==> src/rtl/condicionador_botao.sv <==
// condicionador_botao: push-button conditioner.
// Debounces the raw button level and measures the hold length of each press.
// Emits a short-press strobe on release, or a long-press strobe while the
// button is still held.
// Optional build macro CONDICIONADOR_SYNC_EN puts a 2-flop synchronizer in
// front of the FSM, which adds 2 cycles of latency. Without the macro the
// button level is sampled directly, so it must already be synchronous to clk.
//
//   state       | meaning
//   ------------+---------------------------------------------------------
//   SOLTO       | released, idle
//   FILT_PRESS  | counting consecutive pressed samples before acceptance
//   PRESSIONADO | accepted press, hold counter running, not yet long
//   LONGO       | long press already signalled, hold counter still running
//   FILT_SOLTA  | counting consecutive released samples, hold counter frozen
module condicionador_botao #(
    parameter int DEBOUNCE_T = 20,
    parameter int LONG_T     = 5300,
    parameter int CNT_W      = 16
) (
    input  logic             clk,
    input  logic             rst,
    input  logic             push_button,
    output logic             btn_db,
    output logic             pulso_curto,
    output logic             pulso_longo,
    output logic [CNT_W-1:0] duracao
);

    localparam int FILT_W = (DEBOUNCE_T < 2) ? 1 : $clog2(DEBOUNCE_T + 1);
    localparam logic [FILT_W-1:0] FILT_LIM = FILT_W'(DEBOUNCE_T);

    // If LONG_T is at or above the counter ceiling, a long press can never qualify.
    localparam longint HOLD_MAX       = (longint'(1) << CNT_W) - 1;
    localparam bit     LONG_REACHABLE = longint'(LONG_T) < HOLD_MAX;
    localparam logic [CNT_W-1:0] LONG_LIM = LONG_REACHABLE ? CNT_W'(LONG_T) : '1;

    typedef enum logic [2:0] {
        SOLTO       = 3'd0,
        FILT_PRESS  = 3'd1,
        PRESSIONADO = 3'd2,
        LONGO       = 3'd3,
        FILT_SOLTA  = 3'd4
    } state_t;

    state_t            state_q, state_d;
    logic [FILT_W-1:0] filt_q, filt_d;
    logic [CNT_W-1:0]  hold_q, hold_d;
    logic              longo_q, longo_d;
    logic              btn_db_d, pulso_curto_d, pulso_longo_d;
    logic [CNT_W-1:0]  duracao_d;

    logic              s;
    logic [FILT_W-1:0] filt_inc;
    logic [CNT_W-1:0]  hold_inc;
    logic              long_hit;

`ifdef CONDICIONADOR_SYNC_EN
    logic [1:0] sync_ff;

    // Two-flop synchronizer for the asynchronous button level.
    always_ff @(posedge clk) begin
        if (rst) begin
            sync_ff <= 2'b00;
        end else begin
            sync_ff <= {sync_ff[0], push_button};
        end
    end

    assign s = sync_ff[1];
`else
    assign s = push_button;
`endif

    assign filt_inc = filt_q + 1'b1;
    assign hold_inc = (hold_q == '1) ? hold_q : hold_q + 1'b1;
    assign long_hit = LONG_REACHABLE && (hold_inc > LONG_LIM);

    // State, counters and registered outputs.
    always_ff @(posedge clk) begin
        if (rst) begin
            state_q     <= SOLTO;
            filt_q      <= '0;
            hold_q      <= '0;
            longo_q     <= 1'b0;
            btn_db      <= 1'b0;
            pulso_curto <= 1'b0;
            pulso_longo <= 1'b0;
            duracao     <= '0;
        end else begin
            state_q     <= state_d;
            filt_q      <= filt_d;
            hold_q      <= hold_d;
            longo_q     <= longo_d;
            btn_db      <= btn_db_d;
            pulso_curto <= pulso_curto_d;
            pulso_longo <= pulso_longo_d;
            duracao     <= duracao_d;
        end
    end

    // Next-state and next-output decode.
    always_comb begin
        state_d       = state_q;
        filt_d        = filt_q;
        hold_d        = hold_q;
        longo_d       = longo_q;
        btn_db_d      = btn_db;
        pulso_curto_d = 1'b0;
        pulso_longo_d = 1'b0;
        duracao_d     = duracao;

        case (state_q)
            SOLTO: begin
                if (s) begin
                    if (DEBOUNCE_T <= 1) begin
                        state_d  = PRESSIONADO;
                        filt_d   = '0;
                        hold_d   = '0;
                        longo_d  = 1'b0;
                        btn_db_d = 1'b1;
                    end else begin
                        state_d = FILT_PRESS;
                        filt_d  = FILT_W'(1);
                    end
                end
            end

            FILT_PRESS: begin
                if (!s) begin
                    state_d = SOLTO;
                    filt_d  = '0;
                end else if (filt_inc == FILT_LIM) begin
                    state_d  = PRESSIONADO;
                    filt_d   = '0;
                    hold_d   = '0;
                    longo_d  = 1'b0;
                    btn_db_d = 1'b1;
                end else begin
                    filt_d = filt_inc;
                end
            end

            PRESSIONADO, LONGO: begin
                if (s) begin
                    hold_d = hold_inc;
                    if (state_q == PRESSIONADO && long_hit) begin
                        state_d       = LONGO;
                        longo_d       = 1'b1;
                        pulso_longo_d = 1'b1;
                    end
                end else if (DEBOUNCE_T <= 1) begin
                    state_d       = SOLTO;
                    filt_d        = '0;
                    btn_db_d      = 1'b0;
                    duracao_d     = hold_q;
                    pulso_curto_d = !longo_q;
                    longo_d       = 1'b0;
                end else begin
                    state_d = FILT_SOLTA;
                    filt_d  = FILT_W'(1);
                end
            end

            FILT_SOLTA: begin
                if (s) begin
                    // Release glitch rejected: go back to where the press was.
                    state_d = longo_q ? LONGO : PRESSIONADO;
                    filt_d  = '0;
                end else if (filt_inc == FILT_LIM) begin
                    state_d       = SOLTO;
                    filt_d        = '0;
                    btn_db_d      = 1'b0;
                    duracao_d     = hold_q;
                    pulso_curto_d = !longo_q;
                    longo_d       = 1'b0;
                end else begin
                    filt_d = filt_inc;
                end
            end

            default: begin
                state_d = SOLTO;
                filt_d  = '0;
                hold_d  = '0;
                longo_d = 1'b0;
            end
        endcase
    end

endmodule
==> config.mk <==
export PLATFORM = sky130hd
export DESIGN_NAME = condicionador_botao
export DESIGN_NICKNAME = d
export VERILOG_FILES = /design/src/rtl/condicionador_botao.sv
export SDC_FILE = /design/constraint.sdc
export NUM_CORES = 1
export LEC_CHECK = 0
export ABC_AREA = 1
export CAP_MARGIN = 0
export CORE_ASPECT_RATIO = 1.1
export CORE_MARGIN = 2
export CORE_UTILIZATION = 57
export DETAILED_ROUTE_END_ITERATION = 8
export PLACE_DENSITY = 0.76
export REMOVE_ABC_BUFFERS = 1
export SLEW_MARGIN = 15
export SYNTH_ARGS = -nofsm -noshare
export SYNTH_HDL_FRONTEND = slang
export SYNTH_SLANG_ARGS = --single-unit
==> constraint.sdc <==
create_clock -name clk -period 2.3 [get_ports clk]
set_input_delay 0.46 -clock clk [delete_from_list [all_inputs] [get_ports clk]]
set_output_delay 0.46 -clock clk [all_outputs]
set_load 0.01 [all_outputs]
## After elaboration in Yosys (flattened, before gate mapping)

Cells that the tools add are included.

| operators by class | value |
|---|---|
| multiplexer cells | 32 |
| order comparisons | 1 |
| reduce and logical (&&, ||, !) cells | 14 |
| $add $sub $neg | 2 |
| equal/unequal tests | 17 |
| bitwise logic cells | 6 |

Operators by type and width:

| operator | number |
|---|---|
| $mux W16 | 4 |
| $pmux W16 S3 | 1 |
| $mux W5 | 5 |
| $mux W3 | 7 |
| $pmux W5 S4 | 1 |
| $add A16 B1 Y16 const B | 1 |
| $eq A16 B16 Y1 const B | 1 |
| $gt A16 B13 Y1 const B | 1 |
| $ne A2 B2 Y1 const B | 8 |
| $pmux W3 S4 | 1 |
| $mux W1 | 11 |
| $reduce_and A5 Y1 | 2 |
| $ne A3 B3 Y1 const B | 3 |
| $reduce_and A4 Y1 | 2 |
| $eq A3 B2 Y1 const B | 2 |
| $not A1 Y1 | 6 |
| $add A5 B1 Y5 const B | 1 |
| $eq A5 B5 Y1 const B | 1 |
| $pmux W1 S4 | 1 |
| $reduce_or A2 Y1 | 2 |
| $reduce_or A4 Y1 | 1 |
| $eq A3 B1 Y1 const B | 1 |
| $eq A3 B3 Y1 const B | 1 |
| $logic_not A3 Y1 | 1 |
| 7 further kinds | 7 |

| word-level totals | value |
|---|---|
| input bits | 3 |
| flip-flop bits (word level) | 44 |

## Longest topological paths before layout

Gate-level depths: netlist of the first run.

| depth | value |
|---|---|
| depth in word-level cells | 7 |
| gate-level depth with buffers | 17 |
| mapped depth without buffers | 17 |

## Least setup slack after synthesis of the first run

No wires, ideal clock.

| timing path | value |
|---|---|
| path type | reg-to-reg |
| start point | register hold_q[0] |
| end point | register state_q[0] |
| setup slack | 0.217 ns |
| data required time | 2.185 ns |
| clock period less this slack | 2.083 ns |
| setup time | 0.115 ns |
| buffers on the path | 1 |
| stages on the path, launching flop included | 18 |
| arrival time | 1.968 ns |
| cell sequence | dfxtp_1 > ha_1 > inv_1 > nor2_4 > nand2_4 > nor2_4 > inv_2 > buf_6 > nand2_4 > nand3_2 > nor2_2 > nand2_1 > nand3_1 > nand3_1 > nand2_2 > nand3_1 > nand2_1 > nor2_1 |

| on the way | value |
|---|---|
| longest elaborated chain between the ends | 6 |
| elaborated cells on any way between the ends | 7 |
| those cells by class | add/sub (1); order compare (1); eq/ne (2); mux (1); reduce/logical (2) |

RTL lines:

| item | line | source |
|---|---|---|
| start, declared | 48 | `logic [CNT_W-1:0] hold_q, hold_d;` |
| start signal, assigned | 93 | `hold_q <= hold_d;` |
| $add A16 B1 Y16 or $eq A16 B16 Y1 (tied branches) | 76 | `assign hold_inc = (hold_q == '1) ? hold_q : hold_q + 1'b1;` |
| $mux W16 * | 76 |  |
| $gt A16 B13 Y1 * | 77 | `assign long_hit = LONG_REACHABLE && (hold_inc > LONG_LIM);` |
| $logic_and A1 B1 Y1 * | 147 | `if (state_q == PRESSIONADO && long_hit) begin` |
| $ne A3 B3 Y1 (no line) * | -- |  |
| $reduce_and A4 Y1 (no line) * | -- |  |
| end signal, assigned | 91 | `state_q <= state_d;` |
| end, declared | 46 | `state_t state_q, state_d;` |

Mark *: on every way between the ends. The rest lies on a longest branch, timed or not.
A chain may end at the register's enable or synchronous reset.

## Worst setup path in the final report of the first run

| timing path | value |
|---|---|
| start point | register hold_q[1] |
| end point | register state_q[0] |

The elaborated chain is that of the path after synthesis.

==> flow_metrics.tcl, run 1 <==
set metrics [dict create \
    grt_pass1_wl_um 10400 \
    rsz0062_at_grt "yes" \
    syn_area_per_cell_sq_um 6.53 \
    fillers 329 \
    syn_area_sq_um 2420 \
    gp_congestion 1.01 \
    cap_violations 0 \
    cts-buffers-inserted 5 \
    dp_hpwl_um 4570 \
    synth_edf_count 0 \
    cpMaxStageDelayCell "dfxtp_2" \
    n_antenna_cell 0 \
    clk_latency_ns 0.29 \
    arrival_ns 2.34 \
    synthTopCellsByArea "dfxtp_1, nand2_1, nor2_1" \
    final_util_pct 71.4 \
    grtUsageTotal_pct 28.3 \
    path_clk_slew_ns 0.08 \
    cts_buffer_depth 2 \
    cts-htree-levels 2 \
    die_w_um 66.1 \
    leakage_uw 0.00116 \
    start_util_pct 60.0 \
    cts.sinks 44 \
    yosysSeqAreaShare_pct 36.5 \
    fin_crit_ns 2.15 \
    wire_per_inst_um 13.6 \
    path_delay_family "simple AND/OR/NAND/NOR gates" \
    yosysTopAreaCell "dfxtp_1" \
    cp_common_cell "nand3_1" \
    stdcell_area_sq_um 2870 \
    powerDensity_nw_per_um2 560 \
    timing.setup.tns_ns 0 \
    slew_headroom_pct 64.3 \
    routed_wl_um 6230 \
    ir_worst_vdd_mv 0.313 \
    synthDistinctLibCells 30 \
    io_pins 22 \
    hold_class "reg -> reg" \
    clock.fmax_mhz 466 \
    finalHoldViolations 0 \
    die_area_sq_um 4780 \
    vias 2520 \
    synth_cells 370 \
    finalSetupViolCount 0 \
    rrSetupSlack_ns 0.15 \
    total_power_uw 1610 \
    async_flop_share_pct 0 \
    layout.nets 410 \
    cp-end-kind "flip-flop" \
    status "completed" \
    antenna_found_initial 0 \
    drive_above_1_share_pct 13.1 \
    synth_top_area_share_pct 36.5 \
    core-area_sq_um 4020 \
    cts_tree "built" \
    fin_crit_sh_pct 93.3 \
    synth_ff_type "dfxtp_1" \
    crit_type "reg -> reg" \
    ys_seq_elements 44 \
    crit_chain "ha_2 > inv_1 > nor2_4 > nand2_4 > nor2_4 > inv_4 > nand2_4 > nand3_2 > nor2_2 > nand2_1 > nand3_1 > nand3_1 > nand2_2 > nand3_1 > nand2_1 > nor2_1" \
    post_dp_cell_area_sq_um 2760 \
    ctsHoldBuffers 0 \
    place_inst 449 \
    area_growth_pct 18.9 \
    critPathMaxStageDelay_ns 0.39 \
    first_pass_iters 5 \
    vias_per_cell 5.51 \
    drc 0 \
    ys_warn_count 0 \
    fin_skew_ns 0.00628 \
    layout.cells.non_filler 457 \
    path_max_fanout 11 \
    start_kind "flip-flop" \
    drt_iter0_drc 184 \
    overflow 0 \
    cts_root_buf "clkbuf_8" \
    cp.buffers_inverters 2 \
    cp_data_required_time_ns 2.50 \
    die-height_um 72.3 \
    first_global_vias 2328 \
    rows 24 \
    portBuffers 21 \
    slew_viol_final 0 \
    grt_max_degree 27 \
    ant_nets 0 \
    worst_slew_pin_slew_ns 0.534 \
]
## worst paths after layout
path,start,to,cells after the start
worst max-delay path,hold_q[1],state_q[0],16
worst min-delay path,longo_q,pulso_curto,1
worst max register to register,hold_q[1],state_q[0],16
worst min register to register,longo_q,pulso_curto,1
## power by group
group / switching (uW) / internal (uW)
combinational: 233 / 105
sequential: 27.0 / 786
clock: 249 / 207
total: 510 / 1100
## cells by family after synthesis
family | synth area share (%)
xor gates and xnor gates | 2.18
DFF | 36.5
buffers and inverters | 8.03
adders and majority gates | 1.04
AOI/OAI and AO/OA | 15.3
and+or+nand+nor | 37.0
## registers in the layout, summed over array words and instances, names as in the netlist
signal / cells
hold_q: 16
pulso_curto: 1
state_q: 3
longo_q: 1
filt_q: 5
pulso_longo: 1
btn_db: 1
duracao: 16
## cell usage in the layout, fill, tap and decap left out, types with 2 or more instances in the layout
cell type / synthesis / routed
nand2_1: 89 / 89
nor2_1: 51 / 48
dfxtp_1: 44 / 42
a21oi_1: 38 / 37
inv_1: 36 / 36
nand3_1: 31 / 31
o21ai_0: 26 / 25
clkdlybuf4s50_1: 0 / 21
buf_4: 1 / 17
xor2_1: 6 / 6
nor3_1: 7 / 6
clkbuf_8: 0 / 5
nor2_2: 1 / 4
nand2_2: 4 / 4
or2_2: 4 / 4
nor2_4: 3 / 3
nand4_1: 3 / 3
nand2_4: 2 / 2
o21ai_2: 1 / 2
a21oi_2: 1 / 2
nand3_2: 2 / 2
nand3b_1: 2 / 2
a211oi_1: 2 / 2
dfxtp_2: 0 / 2
## worst register-to-register path, cell delays in order, from the launching register on
cell	delay [ns]
dfxtp_2	0.39
ha_2	0.24
inv_1	0.08
nor2_4	0.17
nand2_4	0.08
nor2_4	0.18
inv_4	0.10
nand2_4	0.09
nand3_2	0.07
nor2_2	0.12
nand2_1	0.06
nand3_1	0.09
nand3_1	0.09
nand2_2	0.09
nand3_1	0.07
nand2_1	0.07
nor2_1	0.04
## repair_timing
| item | CTS | global route |
|---|---|---|
| buffers inserted | 0 | 1 |
| setup endpoints to repair | 0 | 7 |
| resized for setup | 0 | 11 |
## per-stage QoR
stage,hold slack [ns],setup WS (ns)
final,0.479,0.154
after global routing,0.501,-0.0393
after CTS,0.480,0.00578
after detailed placement,0.468,0.0311
after global placement,0.466,0.123
after floorplan,0.421,-0.0380
## layer usage
metal | track usage, % | wire [um] | vias up
met4 | 11.6 | 190 | 0
met3 | 4.96 | 317 | 18
met2 | 50.4 | 3070 | 90
met5 | 0 | 0 | -
li1 | - | - | 1271
met1 | 33.4 | 2640 | 1141
## final cells by class
type / count / area [sq um] / share of cell area (%)
Tap cell: 52 / 65.1 / 2.26
Inverter: 38 / 145 / 5.05
Timing Repair Buffer: 38 / 338 / 11.8
Sequential cell: 44 / 883 / 30.7
Multi-Input combinational cell: 278 / 1360 / 47.5
Clock inverter: 1 / 5.00 / 0.174
Clock buffer: 6 / 72.6 / 2.53
## cell usage after synthesis (2+ instances only)
library cell,instances
a21oi_1,38
nor2_4,3
xor2_1,6
nand2_1,89
nand3_2,2
nand2_4,2
o21ai_0,26
a211oi_1,2
nor2_1,51
ha_1,2
nand2_2,4
inv_1,36
nand3b_1,2
nand3_1,31
inv_2,2
nor3_1,7
nand4_1,3
clkbuf_1,6
or2_2,4
dfxtp_1,44
Note: power is estimated with default switching activity, not from simulation.
==> run 2, diff against run 1 <==
--- a/config.mk
+++ b/config.mk
@@ -8,10 +8,9 @@
 export ABC_AREA = 1
 export CAP_MARGIN = 0
 export CORE_ASPECT_RATIO = 1.1
-export CORE_MARGIN = 2
 export CORE_UTILIZATION = 57
 export DETAILED_ROUTE_END_ITERATION = 8
-export PLACE_DENSITY = 0.76
+export PLACE_DENSITY = 0.79
 export REMOVE_ABC_BUFFERS = 1
 export SLEW_MARGIN = 15
 export SYNTH_ARGS = -nofsm -noshare
==> run 2 against run 1 <==
Effect of this change:
- largest cell class unchanged
- setup slack better by 0.079 ns
- routed wire length shrank 0.61%
- clock-buffer cell count fell by 1
- die area down 5.7%
- maximum frequency up 3.8%
- critical path type unchanged
- hold slack better by 0.0040 ns
==> flow_metrics.tcl, run 2 (same netlist as run 1, synthesis figures left out) <==
set metrics [dict create \
    layout_common_cells "nand2_1, nor2_1, dfxtp_1" \
    gp_congestion 0.927 \
    post_dp_cell_area_sq_um 2760 \
    crit_chain "ha_4 > inv_1 > nor2_4 > nand2_4 > nor2_4 > xor2_1 > nand3_1 > nor2_1 > nand3_1 > nand2_1 > nand2_1 > nand2_1 > nand2_1 > a21oi_2" \
    rsz0062_at_grt "no" \
    reg_top3 "duracao: 16 flops, hold_q: 16 flops, filt_q: 5 flops" \
    cts_root_buf "clkbuf_8" \
    arrival_ns 2.30 \
    crit_type "reg -> reg" \
    multi_input_area_sq_um 1370 \
    register_area_sq_um 887 \
    start_kind "flip-flop" \
    clk_latency_ns 0.30 \
    path_clk_slew_ns 0.08 \
    cp.buffers_inverters 1 \
    routed_wl_um 6190 \
    fin_skew_ns 0.00436 \
    io_pins 22 \
    slew_headroom_pct 64.8 \
    die_area_sq_um 4500 \
    first_pass_iters 4 \
    hold_end "hold_q[14]" \
    rrSetupSlack_ns 0.23 \
    grt_max_degree 27 \
    area_growth_pct 21.3 \
    drc 0 \
    status "completed" \
    portBuffers 21 \
    cpMaxStageDelayCell "dfxtp_2" \
    layout.nets 410 \
    final_common_cell "nand2_1" \
    slew_viol_final 0 \
    whs_path_depth 2 \
    start_util_pct 60.0 \
    worst_slew_pin_slew_ns 0.527 \
    core-area_sq_um 4020 \
    stdcell_area_sq_um 2930 \
    grtUsageTotal_pct 29.6 \
    drt_iter0_drc 135 \
    total_power_uw 1840 \
    dp_hpwl_um 4680 \
    rows 24 \
    hold_ws_ns 0.484 \
    critPathMaxStageDelay_ns 0.39 \
    overflow 0 \
    clock.fmax_mhz 484 \
    grt_pass1_wl_um 10300 \
    cts-htree-levels 2 \
    cp_data_required_time_ns 2.53 \
    fin_crit_sh_pct 89.8 \
    crit-reg2reg-capture "longo_q" \
    worstHoldStart "hold_q[14]" \
    ir_worst_vdd_mv 0.391 \
    die_w_um 64.1 \
    cap_violations 0 \
    vias 2474 \
    finalSetupViolCount 0 \
    ant_nets 0 \
    powerDensity_nw_per_um2 627 \
    die-height_um 70.3 \
    first_global_vias 2309 \
    hold_class "reg -> reg" \
    wire_per_inst_um 13.5 \
    ff2ff_path_depth 14 \
    fillers 362 \
    cts-buffers-inserted 5 \
    finalHoldViolations 0 \
    fin_crit_ns 2.07 \
    n_antenna_cell 0 \
    path_delay_family "simple AND/OR/NAND/NOR gates" \
    cts.sinks 44 \
    path_max_fanout 5 \
    cp_common_cell "nand2_1" \
    cts_buffer_depth 2 \
    ctsHoldBuffers 0 \
    r2r_start "hold_q[0]" \
    cp-end-kind "flip-flop" \
    leakage_uw 0.00118 \
    cts_tree "built" \
    drive_above_1_share_pct 13.1 \
    vias_per_cell 5.41 \
    antenna_found_initial 0 \
]
## run 2: worst max-delay path by stage
stage	slack [ns]	endpoint	cells after the start	start
after global placement	0.13	state_q[0]	16	hold_q[1]
after floorplan	-0.04	duracao[13]	9	filt_q[0]
after detailed placement	0.03	state_q[0]	16	hold_q[1]
final	0.23	longo_q	14	hold_q[0]
after CTS	0.006	longo_q	17	hold_q[1]
after global routing	0.002	longo_q	16	hold_q[8]
## run 2: where the power goes
part | leakage (uW) | switching [uW] | internal (uW) | total (uW)
Sequential | 0.000357 | 28.8 | 785 | 813
Combinational | 0.000763 | 229 | 108 | 337
Clock | 0.0000642 | 261 | 427 | 688
## run 2: metal layers
metal / GRT usage [%] / part of all wire [%]
met1: 34.2 / 43
met2: 53.5 / 51
met3: 4.08 / 4.7
met4: 12.6 / 1.8
met5: 0 / 0
## run 2: layout make-up
class | instances | share of cell area [%]
multi-input combinational | 278 | 46.7
clock buffer | 5 | 2.35
inverter | 38 | 4.87
clock inverter | 2 | 2.05
sequential | 44 | 30.3
timing repair buffer | 38 | 11.5
tap | 52 | 2.22
## run 2: repair_timing
action	4_1_cts	5_1_grt
resized for setup	0	11
buffers inserted	0	1
endpoints found under the setup margin	0	4
endpoints found under the hold margin	0	0
## run 2: through the flow
| step | TNS [ns] | setup slack (ns) | utilization (%) | instances |
|---|---|---|---|---|
| floorplan | -0.190 | -0.0380 | - | 360 |
| global placement | 0 | 0.135 | 68.6 | 449 |
| detailed placement | 0 | 0.0274 | 68.6 | 449 |
| CTS | 0 | 0.00601 | 71.8 | 456 |
| global route | 0 | 0.00243 | 72.8 | 457 |
| finish | 0 | 0.234 | 72.8 | 457 |
## run 2: worst min-delay path, stage by stage (launching register included)
cell     delay [ns]
dfxtp_1        0.32
nand2_1        0.06
a21oi_1        0.05
